<file path="src/rtl/chain_pkg.sv">
// Shared constants and helpers for the chain-code decoder/plotter pair.
//   CC_IMG_DIM / CC_ADDR_W : image size and coordinate width
//   CC_PERIM_W             : default perimeter counter width
//   state_t                : plotter FSM encoding
//   code_step()            : Freeman code -> signed (dx,dy); row index grows downward
package chain_pkg;
  localparam int CC_IMG_DIM = 64;
  localparam int CC_ADDR_W  = 6;
  localparam int CC_PERIM_W = 8;

  typedef enum logic [2:0] {
    S_IDLE, S_CLEAR, S_PLOT_RD, S_PLOT_WAIT, S_PLOT_WR, S_WAIT_CODE, S_DONE
  } state_t;

  typedef struct packed {
    logic signed [1:0] dx;
    logic signed [1:0] dy;
  } step_t;

  function automatic step_t code_step(input logic [2:0] c);
    case (c)
      3'd0:    code_step = step_t'{dx: 2'b01, dy: 2'b00};
      3'd1:    code_step = step_t'{dx: 2'b01, dy: 2'b11};
      3'd2:    code_step = step_t'{dx: 2'b00, dy: 2'b11};
      3'd3:    code_step = step_t'{dx: 2'b11, dy: 2'b11};
      3'd4:    code_step = step_t'{dx: 2'b11, dy: 2'b00};
      3'd5:    code_step = step_t'{dx: 2'b11, dy: 2'b01};
      3'd6:    code_step = step_t'{dx: 2'b00, dy: 2'b01};
      default: code_step = step_t'{dx: 2'b01, dy: 2'b01};
    endcase
  endfunction
endpackage

</file>
<file path="src/rtl/chain_step.sv">
// Combinational step of one Freeman code.
//   code         : Freeman code 0..7
//   cur_x, cur_y : current pixel
//   nxt_x, nxt_y : pixel after the step (meaningless when oob)
//   oob          : step leaves 0..IMG_DIM-1 on either axis (no wrap)
module chain_step #(
  parameter int IMG_DIM = chain_pkg::CC_IMG_DIM,
  parameter int ADDR_W  = chain_pkg::CC_ADDR_W
) (
  input  logic [2:0]        code,
  input  logic [ADDR_W-1:0] cur_x,
  input  logic [ADDR_W-1:0] cur_y,
  output logic [ADDR_W-1:0] nxt_x,
  output logic [ADDR_W-1:0] nxt_y,
  output logic              oob
);
  import chain_pkg::*;

  // Two guard bits: one for the carry past IMG_DIM-1, one for sign below 0.
  localparam logic signed [ADDR_W+1:0] C_MAX = (ADDR_W+2)'(IMG_DIM-1);

  step_t                    st;
  logic signed [ADDR_W+1:0] sx, sy;

  always_comb begin
    st    = code_step(code);
    sx    = $signed({2'b00, cur_x}) + $signed({{ADDR_W{st.dx[1]}}, st.dx});
    sy    = $signed({2'b00, cur_y}) + $signed({{ADDR_W{st.dy[1]}}, st.dy});
    oob   = sx[ADDR_W+1] | sy[ADDR_W+1] | (sx > C_MAX) | (sy > C_MAX);
    nxt_x = sx[ADDR_W-1:0];
    nxt_y = sy[ADDR_W-1:0];
  end
endmodule

</file>
<file path="src/rtl/chain_code_plotter.sv">
// Redraws a Freeman-chain-coded contour into a row-per-word bit-plane RAM.
//   Clk, reset        : clock, async active-low reset
//   start, start_x/y  : begin a contour at the given start pixel (IDLE/DONE only)
//   code_valid/code/code_last/code_ready : code stream, transfer = valid & ready
//   mem_addr/we/wdata/rdata : row RAM, 1-cycle read latency; pixel x at bit IMG_DIM-1-x
//   busy, done, error, closed, perimeter : status
module chain_code_plotter #(
  parameter int IMG_DIM  = chain_pkg::CC_IMG_DIM,
  parameter int ADDR_W   = chain_pkg::CC_ADDR_W,
  parameter int PERIM_W  = chain_pkg::CC_PERIM_W,
  parameter bit CLEAR_EN = 1'b1
) (
  input  logic               Clk,
  input  logic               reset,
  input  logic               start,
  input  logic [ADDR_W-1:0]  start_x,
  input  logic [ADDR_W-1:0]  start_y,
  input  logic               code_valid,
  input  logic [2:0]         code,
  input  logic               code_last,
  output logic               code_ready,
  output logic [ADDR_W-1:0]  mem_addr,
  output logic               mem_we,
  output logic [IMG_DIM-1:0] mem_wdata,
  input  logic [IMG_DIM-1:0] mem_rdata,
  output logic               busy,
  output logic               done,
  output logic               error,
  output logic               closed,
  output logic [PERIM_W-1:0] perimeter
);
  import chain_pkg::*;

  localparam logic [ADDR_W-1:0]  C_LAST_IDX = ADDR_W'(IMG_DIM-1);
  localparam logic [IMG_DIM-1:0] C_PIX_ONE  = IMG_DIM'(1);

  state_t               state, state_nxt;
  logic [ADDR_W-1:0]    cur_x, cur_y, org_x, org_y, clr_cnt;
  logic [ADDR_W-1:0]    nxt_x, nxt_y;
  logic                 oob, last_seen, err_q, perim_full;
  logic [IMG_DIM-1:0]   rd_buf;
  logic [PERIM_W-1:0]   perim_q;

  chain_step #(.IMG_DIM(IMG_DIM), .ADDR_W(ADDR_W)) u_step (
    .code (code), .cur_x(cur_x), .cur_y(cur_y),
    .nxt_x(nxt_x), .nxt_y(nxt_y), .oob(oob)
  );

  assign perim_full = &perim_q;

  always_ff @(posedge Clk or negedge reset) begin
    if (!reset) state <= S_IDLE;
    else        state <= state_nxt;
  end

  // Outputs are decoded from state so reset drops mem_we the same instant.
  always_comb begin
    state_nxt  = state;
    code_ready = 1'b0;
    mem_we     = 1'b0;
    mem_addr   = '0;
    mem_wdata  = '0;
    case (state)
      S_IDLE, S_DONE: if (start) state_nxt = CLEAR_EN ? S_CLEAR : S_PLOT_RD;
      S_CLEAR: begin
        mem_we   = 1'b1;
        mem_addr = clr_cnt;
        if (clr_cnt == C_LAST_IDX) state_nxt = S_PLOT_RD;
      end
      S_PLOT_RD: begin
        mem_addr  = cur_y;
        state_nxt = S_PLOT_WAIT;
      end
      S_PLOT_WAIT: begin
        mem_addr  = cur_y;
        state_nxt = S_PLOT_WR;
      end
      S_PLOT_WR: begin
        mem_we    = 1'b1;
        mem_addr  = cur_y;
        mem_wdata = rd_buf | (C_PIX_ONE << (C_LAST_IDX - cur_x));
        state_nxt = last_seen ? S_DONE : S_WAIT_CODE;
      end
      S_WAIT_CODE: begin
        code_ready = 1'b1;
        if (code_valid) state_nxt = (oob || perim_full) ? S_DONE : S_PLOT_RD;
      end
      default: state_nxt = S_IDLE;
    endcase
  end

  always_ff @(posedge Clk or negedge reset) begin
    if (!reset) begin
      cur_x     <= '0;
      cur_y     <= '0;
      org_x     <= '0;
      org_y     <= '0;
      clr_cnt   <= '0;
      rd_buf    <= '0;
      last_seen <= 1'b0;
      err_q     <= 1'b0;
      perim_q   <= '0;
    end else begin
      case (state)
        S_IDLE, S_DONE: if (start) begin
          cur_x     <= start_x;
          cur_y     <= start_y;
          org_x     <= start_x;
          org_y     <= start_y;
          clr_cnt   <= '0;
          last_seen <= 1'b0;
          err_q     <= 1'b0;
          perim_q   <= '0;
        end
        S_CLEAR:     clr_cnt <= clr_cnt + 1'b1;
        S_PLOT_WAIT: rd_buf  <= mem_rdata;
        S_WAIT_CODE: if (code_valid) begin
          // Rejected steps leave position and count untouched.
          if (oob || perim_full) err_q <= 1'b1;
          else begin
            cur_x     <= nxt_x;
            cur_y     <= nxt_y;
            perim_q   <= perim_q + 1'b1;
            last_seen <= code_last;
          end
        end
        default: ;
      endcase
    end
  end

  assign busy      = (state != S_IDLE) && (state != S_DONE);
  assign done      = (state == S_DONE);
  assign error     = err_q;
  assign closed    = done && !err_q && (cur_x == org_x) && (cur_y == org_y);
  assign perimeter = perim_q;
endmodule

</file>
<file path="config.mk">
export PLATFORM = sky130hd
export DESIGN_NAME = chain_code_plotter
export DESIGN_NICKNAME = d
export VERILOG_FILES = /design/src/rtl/chain_pkg.sv /design/src/rtl/chain_step.sv /design/src/rtl/chain_code_plotter.sv
export SDC_FILE = /design/constraint.sdc
export NUM_CORES = 1
export LEC_CHECK = 0
export ABC_AREA = 1
export BUFFER_PORTS_ARGS = -buffer_cell sky130_fd_sc_hd__buf_4
export CAP_MARGIN = 0
export CELL_PAD_IN_SITES_DETAIL_PLACEMENT = 0
export CELL_PAD_IN_SITES_GLOBAL_PLACEMENT = 1
export CORE_AREA = 2 2 132 134
export CTS_CLUSTER_DIAMETER = 40
export CTS_CLUSTER_SIZE = 30
export DETAILED_ROUTE_END_ITERATION = 10
export DIE_AREA = 0 0 134 136
export PLACE_DENSITY = 0.91
export SLEW_MARGIN = 20
export SYNTH_ARGS = -nofsm -noshare
export SYNTH_HDL_FRONTEND = slang
export SYNTH_SLANG_ARGS = --single-unit
export TNS_END_PERCENT = 100
</file>
<file path="constraint.sdc">
create_clock -name Clk -period 2.8 [get_ports Clk]
set_clock_uncertainty 0.15 [all_clocks]
set_input_delay 0 -clock Clk [delete_from_list [all_inputs] [get_ports Clk]]
set_output_delay 0 -clock Clk [all_outputs]
set_load 0.02 [all_outputs]
</file>
==> summary.txt, run 1 <==
Timing
  • Part of the cycle the worst path needs: 0.8834
  • Final worst path period need: 2474 ps
  • Slew Limit Fails: 0
  • RSZ-0062 raised after global routing: false
  • Final setup vio count: 0
  • Worst Tran Pin Value: 882.9 ps
  • Final TNS setup: 0 ps
  • FMAX: 404.3 MHz
  • Final hold vios: 0
  • Relative slew slack: 0.4114

Synth
  • Number of enable flip-flop cells after synthesis: 0
  • Yosys top cell by area: dfrtp_1
  • Area fraction in compound gates after synthesis: 0.1367
  • Flops & latches, synth: 107
  • Mux contribution to synthesized area: 0
  • Sequential area share after synthesis: 0.4251
  • Count of cell types in the netlist: 37
  • Main combinational cell family by area after synthesis: simple AND/OR/NAND/NOR gates
  • Top cells by count, synth: nand2_1, dfrtp_1, inv_1
  • Netlist Area Pre-Place: 0.006299 sq mm
  • Post-Synth Adder-Cell Area: 0.02503
  • Main synth FF type: dfrtp_1
  • Post-synthesis simple-gate area fraction: 0.3000
  • Asr flop ratio synth: 1.000
  • Most frequent cell after synthesis: nand2_1
  • Average size of a mapped cell: 7.174 sq um
  • YS warnings: 0
  • Mapped Cells: 878
  • Share of the synthesized area in the top cell type: 0.4251
  • Synthesized net count: 974
  • Main area contributors after synthesis: dfrtp_1, nand2_1, inv_1
  • Synth Area in XOR/XNOR: 0.01947

CTS
  • CTS H-tree lvls: 3
  • CTS max path bufs: 2
  • Root buffer selected by CTS: clkbuf_16
  • Setup repair bufs after CTS: 0
  • Skew-Pair Late Insertion Delay: 350 ps
  • Clock sink count: 107
  • CTS tree: built
  • Clk pin slew, worst setup/hold paths: 70 ps
  • Number of buffers created by CTS: 9

Finish
  • Filler cells: 1628
  • Layout Cells excl Fill: 1335
  • Layout cell share with drive strength beyond 1: 0.2045
  • Antenna diodes: 0
  • Area grow syn2layout: 40.96%
  • Multi-input logic area: 0.003038 sq mm
  • Seq. cell area: 0.002678 sq mm
  • Final nets: 1201

Die
  • DIE HEIGHT: 136 um
  • Io pins: 168
  • Initial Util: 0.3732
  • Die area: 0.01822 sq mm
  • Core Footprint: 0.01688 sq mm
  • Die width: 134 um
  • Rows: 48

Worst setup path
  • CP Capture Type: flop
  • CP Launch Type: flop
  • Setup CP Type: flop to flop
  • Worst EP arrival: 2560 ps
  • Worst endpoint required time: 2890 ps
  • CP Max Fanout: 21

Run status
  • Status: completed

GRT
  • Total GRT Usage: 0.2167
  • Gr ovfl total: 0
  • Global-route wire length before repair: 31640 um
  • Largest net degree at the start of global routing: 69
  • Initial antenna violation count: 0
  • Vias in the first global route: 6404

Routing
  • Avg WL per Cell: 14.91 um
  • Vias: 6672
  • DRT iter0 DRCs: 455
  • Drt first pass iters: 5
  • Antenna-violating nets left: 0
  • Vias per inst: 4.998
  • Routed WL: 19900 um
  • # DRC: 0

Run
  • Total of max-cap violations: 0

Placed design
  • Cell Count Post-Placement: 1240
  • Count of buffers from port buffering: 167
  • Detail Placement HPWL: 13760 um
  • Placer Congestion: 0.8863

Pwr
  • Power Density: 932.4 mW/mm^2
  • VDD IR max: 0.4489 mV
  • P_leak: 4.432 nW

Min path
  • Hold Path Class: input pin to flop
layout by cell type (no fill, tap or decap), types with 9 or more instances in the layout:
master / instances
dfrtp_1: 107
nand4_1: 35
a21oi_1: 64
clkbuf_16: 9
inv_1: 88
nand2_1: 251
a31oi_1: 9
buf_4: 188
nor2_1: 65
dlygate4sd3_1: 79
ha_1: 11
o21ai_0: 65
nand3_1: 60
where the power goes:
| group | total [mW] | internal [mW] | switching [mW] |
|---|---|---|---|
| logic | 4.31 | 1.47 | 2.84 |
| registers | 2.66 | 2.24 | 0.412 |
| clock network | 1.31 | 0.719 | 0.594 |
| total | 8.28 | 4.43 | 3.84 |
worst paths after layout:
check                               start           end  slack (ps)  depth (start not counted)
worst max-delay path             cur_y[2]  perimeter[6]         330                         13
min in group asynchronous           reset    rd_buf[10]         150                          2
max in group asynchronous           reset  perimeter[0]        1610                          3
worst min-delay path                start      state[2]          50                          6
worst min register to register  rd_buf[3]     rd_buf[3]         330                          2
worst max register to register   cur_y[2]  perimeter[6]         330                         13
routing by layer:
| layer | global-route usage | part of all wire |
|---|---|---|
| met5 | 0 | 0 |
| met4 | 0.09397 | 0.029 |
| met3 | 0.02573 | 0.037 |
| met2 | 0.3510 | 0.47 |
| met1 | 0.2935 | 0.46 |
worst max-delay path: stages (launching register included):
cell and delay [ps]:
dfrtp_1 400, ha_1 380, nand2_1 80, inv_1 40
o21ai_0 230, nand3_1 170, nand3_1 110, nand3_1 100
nor2_2 120, nand2_2 70, nand2_4 150, nand2_4 180
nand2_1 110, nand2_1 60
timing repair:
action,4_1_cts,5_1_grt
endpoints found under the setup margin,0,65
hold buffers,79,0
hold endpoints to repair,155,0
gates resized for setup,0,1
registers in the layout, indices dropped and copies added (netlist names):
name	count
error	1
org_y	6
clr_cnt	6
last_seen	1
perimeter	8
org_x	6
state	3
cur_x	6
cur_y	6
rd_buf	64
cells by family (layout without fill, tap and decap cells):
logic type                 after synthesis  in the layout
AOI/OAI and AO/OA                      161            161
xor gates and xnor gates                14             14
adders and majority gates               12             12
buffers and inverters                  148            380
DFF                                    107            107
and+or+nand+nor                        436            436
through the flow:
stage | utilization | cell area (sq um) | power (mW) | hold slack (ps) | worst slack [ps]
2_1_floorplan | - | 6299 | 5.549 | -445.6 | 623.8
3_3_place_gp | 0.4615 | 7789 | 6.782 | 15.93 | 350.0
3_5_place_dp | 0.4615 | 7789 | 6.868 | 20.45 | 197.1
4_1_cts | 0.5259 | 8876 | 8.275 | 55.81 | 329.9
5_1_grt | 0.5261 | 8879 | 8.942 | 125.3 | 67.19
6_report | 0.5261 | 8879 | 8.278 | 52.67 | 326.4
area by class of cell:
cell class | count | share of cell area
tap | 225 | 0.03171
sequential | 107 | 0.3016
clock buffer | 12 | 0.02776
multi-input combinational | 623 | 0.3422
clock inverter | 4 | 0.005637
timing repair buffer | 268 | 0.2503
inverter | 96 | 0.04087
Note: power is estimated with default switching activity, not from simulation.
==> inputs of run 2 (changes only) <==
- CORE_AREA: 2 2 132 134 -> 2 2 133 135
- DIE_AREA: 0 0 134 136 -> 0 0 135 137
- PLACE_DENSITY: 0.91 -> 0.89
- SYNTH_HIERARCHICAL: default -> 1
==> summary.txt, run 2 <==
Pwr
  • Flop pwr share: 0.310
  • Final Power: 8.594 mW
  • Comb pwr share: 0.531
  • Clock power share: 0.159
  • P_leak: 4.640 nW
  • Switching Fraction: 0.4491
  • Power Density: 938.7 mW/mm^2
  • VDD IR max: 0.3883 mV
  • P_sw: 3.859 mW
  • Internal cell power: 4.735 mW

CTS
  • Clk pin slew, worst setup/hold paths: 70 ps
  • Clock sink count: 107
  • Skew-Pair Late Insertion Delay: 350 ps
  • CTS tree: built
  • CTS H-tree lvls: 3
  • CTS max path bufs: 2
  • Root buffer selected by CTS: clkbuf_16
  • Number of buffers created by CTS: 9

Run status
  • Status: finished, violations left
  • Failing checks: negative hold slack

Finish
  • Layout cell share with drive strength beyond 1: 0.2260
  • Layout Cells excl Fill: 1331
  • Max FFs per register: 64
  • Area grow syn2layout: 43.78%
  • Most common cell after layout, fill and taps aside: buf_4
  • Commonest cells after routing, fill and taps aside: buf_4, nand2_1, nor2_1, a21oi_1, dfrtp_1
  • Final instance area: 0.009155 sq mm
  • Largest reg by FF count: rd_buf
  • Filler cells: 1611
  • Final nets: 1205
  • Antenna diodes: 0

Die
  • Die width: 135 um
  • DIE HEIGHT: 137 um
  • Core Footprint: 0.01706 sq mm
  • Die area: 0.01850 sq mm
  • Initial Util: 0.3733
  • Rows: 48
  • Io pins: 168

Worst setup path
  • Slowest-stage cell, CP: fa_1
  • Worst EP arrival: 2670 ps
  • Max incr delay on CP: 460 ps
  • Path length in cells of the critical path: 13
  • Critical path's top delay family: adder cells
  • Most common cell on crit path: nand2_1
  • Crit path cell chain: ha_1 -> fa_1 -> nand3_1 -> nand3_1 -> nand3_1 -> nand2_1 -> nand2_1 -> inv_1 -> a21oi_1 -> nor2_4 -> buf_4 -> nand2_1 -> nand2_1
  • CP Max Fanout: 7
  • Setup crit end: perimeter[6]
  • Worst r2r dst: perimeter[6]
  • Setup CP Type: flop to flop
  • Crit path buf inv count: 2
  • Worst r2r src: cur_y[0]
  • CP Launch Type: flop
  • Worst endpoint required time: 2900 ps
  • R2r setup slk: 230 ps
  • CP Capture Type: flop
  • Worst setup path start: cur_y[0]
  • Worst Reg-to-Reg Cells: 13

GRT
  • Largest net degree at the start of global routing: 54
  • Gr ovfl total: 0
  • Global-route wire length before repair: 32250 um
  • Total GRT Usage: 0.2196
  • Initial antenna violation count: 0
  • Vias in the first global route: 6366

Timing
  • Final TNS setup: 0 ps
  • Final worst path period need: 2566 ps
  • FMAX: 389.7 MHz
  • Part of the cycle the worst path needs: 0.9166
  • Relative slew slack: 0.5002
  • Final setup vio count: 0
  • Worst Tran Pin Value: 746.9 ps
  • Slew Limit Fails: 0
  • Hold slack: -7.278 ps
  • Final hold vios: 1
  • RSZ-0062 raised after global routing: false

Routing
  • DRT met1 WL: 9139 um
  • Met2 routed WL: 9784 um
  • Antenna-violating nets left: 0
  • # DRC: 0
  • Avg WL per Cell: 15.36 um
  • Drt first pass iters: 5
  • DRT iter0 DRCs: 502
  • Routed WL: 20450 um
  • Metal3 WL: 980 um
  • Vias: 6663
  • Vias per inst: 5.006
  • Highest metal used: met4

Synth
  • Top cells by count, synth: nand2_1, nor2_1, a21oi_1
  • Flops & latches, synth: 107
  • Mux contribution to synthesized area: 0.04244
  • Area fraction in compound gates after synthesis: 0.1244
  • Synth Area in XOR/XNOR: 0.02063
  • Mapped Cells: 854
  • YS warnings: 6
  • Sequential area share after synthesis: 0.4205
  • Netlist Area Pre-Place: 0.006367 sq mm
  • Post-synthesis simple-gate area fraction: 0.2653
  • Main synth FF type: dfrtp_1
  • Yosys top cell by area: dfrtp_1
  • Main area contributors after synthesis: dfrtp_1, nand2_1, a21oi_1
  • Average size of a mapped cell: 7.456 sq um
  • Synthesized net count: 958
  • Main combinational cell family by area after synthesis: simple AND/OR/NAND/NOR gates
  • Post-Synth Adder-Cell Area: 0.04166
  • Most frequent cell after synthesis: nand2_1
  • Number of enable flip-flop cells after synthesis: 0
  • Count of cell types in the netlist: 34
  • Asr flop ratio synth: 1.000
  • Share of the synthesized area in the top cell type: 0.4205

Run
  • Total of max-cap violations: 0

Placed design
  • Placed cell area: 0.007948 sq mm
  • Placer Congestion: 0.8859
  • Cell Count Post-Placement: 1227
  • Detail Placement HPWL: 14220 um
  • Count of buffers from port buffering: 167

Min path
  • Hold Path Class: input pin to flop
[run 2: cell families after synthesis]
| group | after synthesis |
|---|---|
| AND/OR/NAND/NOR | 397 |
| AO/OA/AOI/OAI | 152 |
| buffers and inverters | 139 |
| flip-flops | 107 |
| multiplexers | 24 |
| adder cells (fa/ha/maj) | 20 |
| XOR/XNOR | 15 |
[run 2: how the worst min path moves through the flow]
| stage | startpoint | endpoint | slack (ps) | cells after the start |
|---|---|---|---|---|
| final | code_valid | state[0] | -7 | 6 |
| after global routing | code_valid | state[0] | 10 | 6 |
| after CTS | code_valid | state[0] | 1 | 6 |
| after detailed placement | reset | rd_buf[36] | -60 | 1 |
| after global placement | reset | rd_buf[36] | -70 | 1 |
| after floorplan | reset | clr_cnt[0] | -450 | 0 |
[run 2: worst min-delay path, cell delays in order]
cell	delay, ps
buf_4	110
inv_1	50
nand2_1	90
nand2_1	80
a21oi_1	40
nor2_1	90
[run 2: final cells by class]
cell class | count | area [sq um] | share of cell area
tap | 225 | 281.5 | 0.03075
inverter | 95 | 356.6 | 0.03895
sequential | 107 | 2678 | 0.2925
timing repair buffer | 280 | 2352 | 0.2569
clock buffer | 10 | 239.0 | 0.02610
clock inverter | 6 | 82.58 | 0.009020
multi-input combinational | 608 | 3166 | 0.3458
[run 2: power groups by stage]
stage | clock network (mW) | logic (mW) | registers [mW]
2_1_floorplan | 0 | 3.02 | 2.57
3_3_place_gp | 0 | 4.25 | 2.66
3_5_place_dp | 0 | 4.33 | 2.68
4_1_cts | 1.40 | 4.45 | 2.66
5_1_grt | 1.47 | 5.09 | 2.74
6_report | 1.37 | 4.56 | 2.67
[run 2: metal layers]
| layer | up-vias | global-route usage |
|---|---|---|
| met5 | - | 0 |
| met4 | 0 | 0.08912 |
| met3 | 40 | 0.03037 |
| met2 | 221 | 0.3556 |
| met1 | 3112 | 0.2976 |
| li1 | 3290 | - |
[run 2: through the flow]
step | worst slack, ps | utilization
2_1_floorplan | 432.9 | -
3_3_place_gp | 154.5 | 0.4660
3_5_place_dp | 44.90 | 0.4660
4_1_cts | 136.7 | 0.5347
5_1_grt | 73.51 | 0.5368
6_report | 233.6 | 0.5368
[run 2: repair_timing]
item,CTS,global route
resized for setup,0,0
setup buffers,0,3
hold buffers,85,0
hold endpoints to repair,139,0
setup endpoints to repair,0,17
==> inputs of run 3 (changes only) <==
- CORE_AREA: 2 2 133 135 -> 2 2 128 130
- CTS_BUF_LIST: default -> sky130_fd_sc_hd__clkbuf_16
- DIE_AREA: 0 0 135 137 -> 0 0 130 132
- GPL_TIMING_DRIVEN: default -> 1
- PLACE_DENSITY: 0.89 -> 0.95
- clock period: 2.8 -> 3.2 ns (I/O delays scaled with it)
==> summary.txt, run 3 (synthesized netlist as in run 2, its figures left out) <==
Die
  • Die width: 130 um
  • Core Footprint: 0.01571 sq mm
  • Initial Util: 0.4052
  • DIE HEIGHT: 132 um
  • Io pins: 168
  • Die area: 0.01716 sq mm
  • Rows: 46

GRT
  • Total GRT Usage: 0.2419
  • Gr ovfl total: 0
  • Met3 usage: 0.03206
  • GRT busiest layer: met2
  • Met1 usage: 0.3127
  • Largest net degree at the start of global routing: 105
  • Vias in the first global route: 6667
  • Met2 Usage GRT: 0.3979
  • Initial antenna violation count: 0
  • Global-route wire length before repair: 33260 um

Run
  • Total of max-cap violations: 0

CTS
  • Number of buffers created by CTS: 9
  • Setup repair bufs after CTS: 0
  • CTS max path bufs: 2
  • Clock sink count: 107
  • CTS H-tree lvls: 3
  • Hold_buf cts: 88
  • Post-CTS Resized: 0
  • Skew-Pair Late Insertion Delay: 350 ps
  • Root buffer selected by CTS: clkbuf_16
  • CTS tree: built
  • Clk pin slew, worst setup/hold paths: 70 ps

Worst setup path
  • Worst EP arrival: 2490 ps
  • CP Capture Type: output pin
  • CP Max Fanout: 33
  • CP Launch Type: flop
  • Setup CP Type: flop to output pin
  • Worst endpoint required time: 3050 ps

Finish
  • Final nets: 1196
  • Area grow syn2layout: 42.39%
  • Filler cells: 1409
  • Most common cell after layout, fill and taps aside: nand2_1
  • Commonest cells after routing, fill and taps aside: nand2_1, buf_4, nor2_1, a21oi_1, dfrtp_1
  • Antenna diodes: 0
  • Final core utilization: 0.5770
  • Max FFs per register: 64
  • Largest reg by FF count: rd_buf
  • Layout cell share with drive strength beyond 1: 0.2142

Pwr
  • VDD IR max: 0.3928 mV
  • Power Density: 813.7 mW/mm^2
  • P_leak: 4.597 nW

Run status
  • Status: completed

Min path
  • Hold Path Class: input pin to flop

Routing
  • Drt first pass iters: 5
  • Vias: 6665
  • DRT iter0 DRCs: 370
  • Antenna-violating nets left: 0
  • Avg WL per Cell: 15.44 um
  • Routed WL: 20280 um
  • Vias per inst: 5.076
  • # DRC: 0

Timing
  • RSZ-0062 raised after global routing: false
  • Final setup vio count: 0
  • Worst Tran Pin Value: 882.5 ps
  • Slew Limit Fails: 0
  • Part of the cycle the worst path needs: 0.8247
  • FMAX: 378.9 MHz
  • Final worst path period need: 2639 ps
  • Relative slew slack: 0.4098
  • Final hold vios: 0
  • Final TNS setup: 0 ps

Placed design
  • Placer Congestion: 0.8800
  • Detail Placement HPWL: 13580 um
  • Count of buffers from port buffering: 167
## run 3: area by class of cell
type                       instances  area (sq um)  share of cell area
sequential                       107          2678              0.2953
clock inverter                     7         91.34             0.01007
clock buffer                       9         225.2             0.02484
multi-input combinational        608          3166              0.3492
tap                              216         270.3             0.02981
inverter                          95         356.6             0.03933
timing repair buffer             271          2280              0.2514
## run 3: stage by stage
| stage | hold slack, ps | total power [mW] | cells | worst slack, ps | instance area, sq um |
|---|---|---|---|---|---|
| 6_report | 50.19 | 7.377 | 1313 | 560.9 | 9066 |
| 3_5_place_dp | -168.5 | 6.043 | 1209 | 603.6 | 7869 |
| 2_1_floorplan | -445.6 | 4.894 | 854 | 832.9 | 6367 |
| 5_1_grt | 112.1 | 7.994 | 1313 | 373.8 | 9066 |
| 3_3_place_gp | -173.1 | 5.938 | 1209 | 684.5 | 7869 |
| 4_1_cts | 40.53 | 7.388 | 1313 | 553.0 | 9066 |
## run 3: per-layer routing
| layer | vias to the layer above | part of all wire |
|---|---|---|
| li1 | 3267 | - |
| met1 | 3132 | 0.43 |
| met2 | 210 | 0.48 |
| met3 | 56 | 0.042 |
| met4 | 0 | 0.043 |
| met5 | - | 0 |
## run 3: worst paths after layout
path	cells after the start	end	from	slack, ps
worst max-delay path	6	mem_wdata[34]	cur_x[5]	560
worst min-delay path	4	clr_cnt[3]	start	50
worst max register to register	13	cur_y[5]	cur_x[0]	580
worst min register to register	2	org_y[3]	org_y[3]	350
max in group asynchronous	4	rd_buf[20]	reset	910
min in group asynchronous	3	rd_buf[8]	reset	460
## run 3: worst max-delay path, cell delays in order (launching register included)
cell	delay (ps)
dfrtp_1	400
buf_4	380
clkinv_1	510
buf_4	380
a31oi_1	180
nor2_1	70
buf_4	200
## run 3: power by group
group	leakage (nW)	total, mW	internal, mW	switching (mW)
clock network	0.158	1.22	0.688	0.528
registers	1.27	2.35	1.96	0.388
logic	3.17	3.81	1.41	2.40
total	4.60	7.38	4.07	3.31
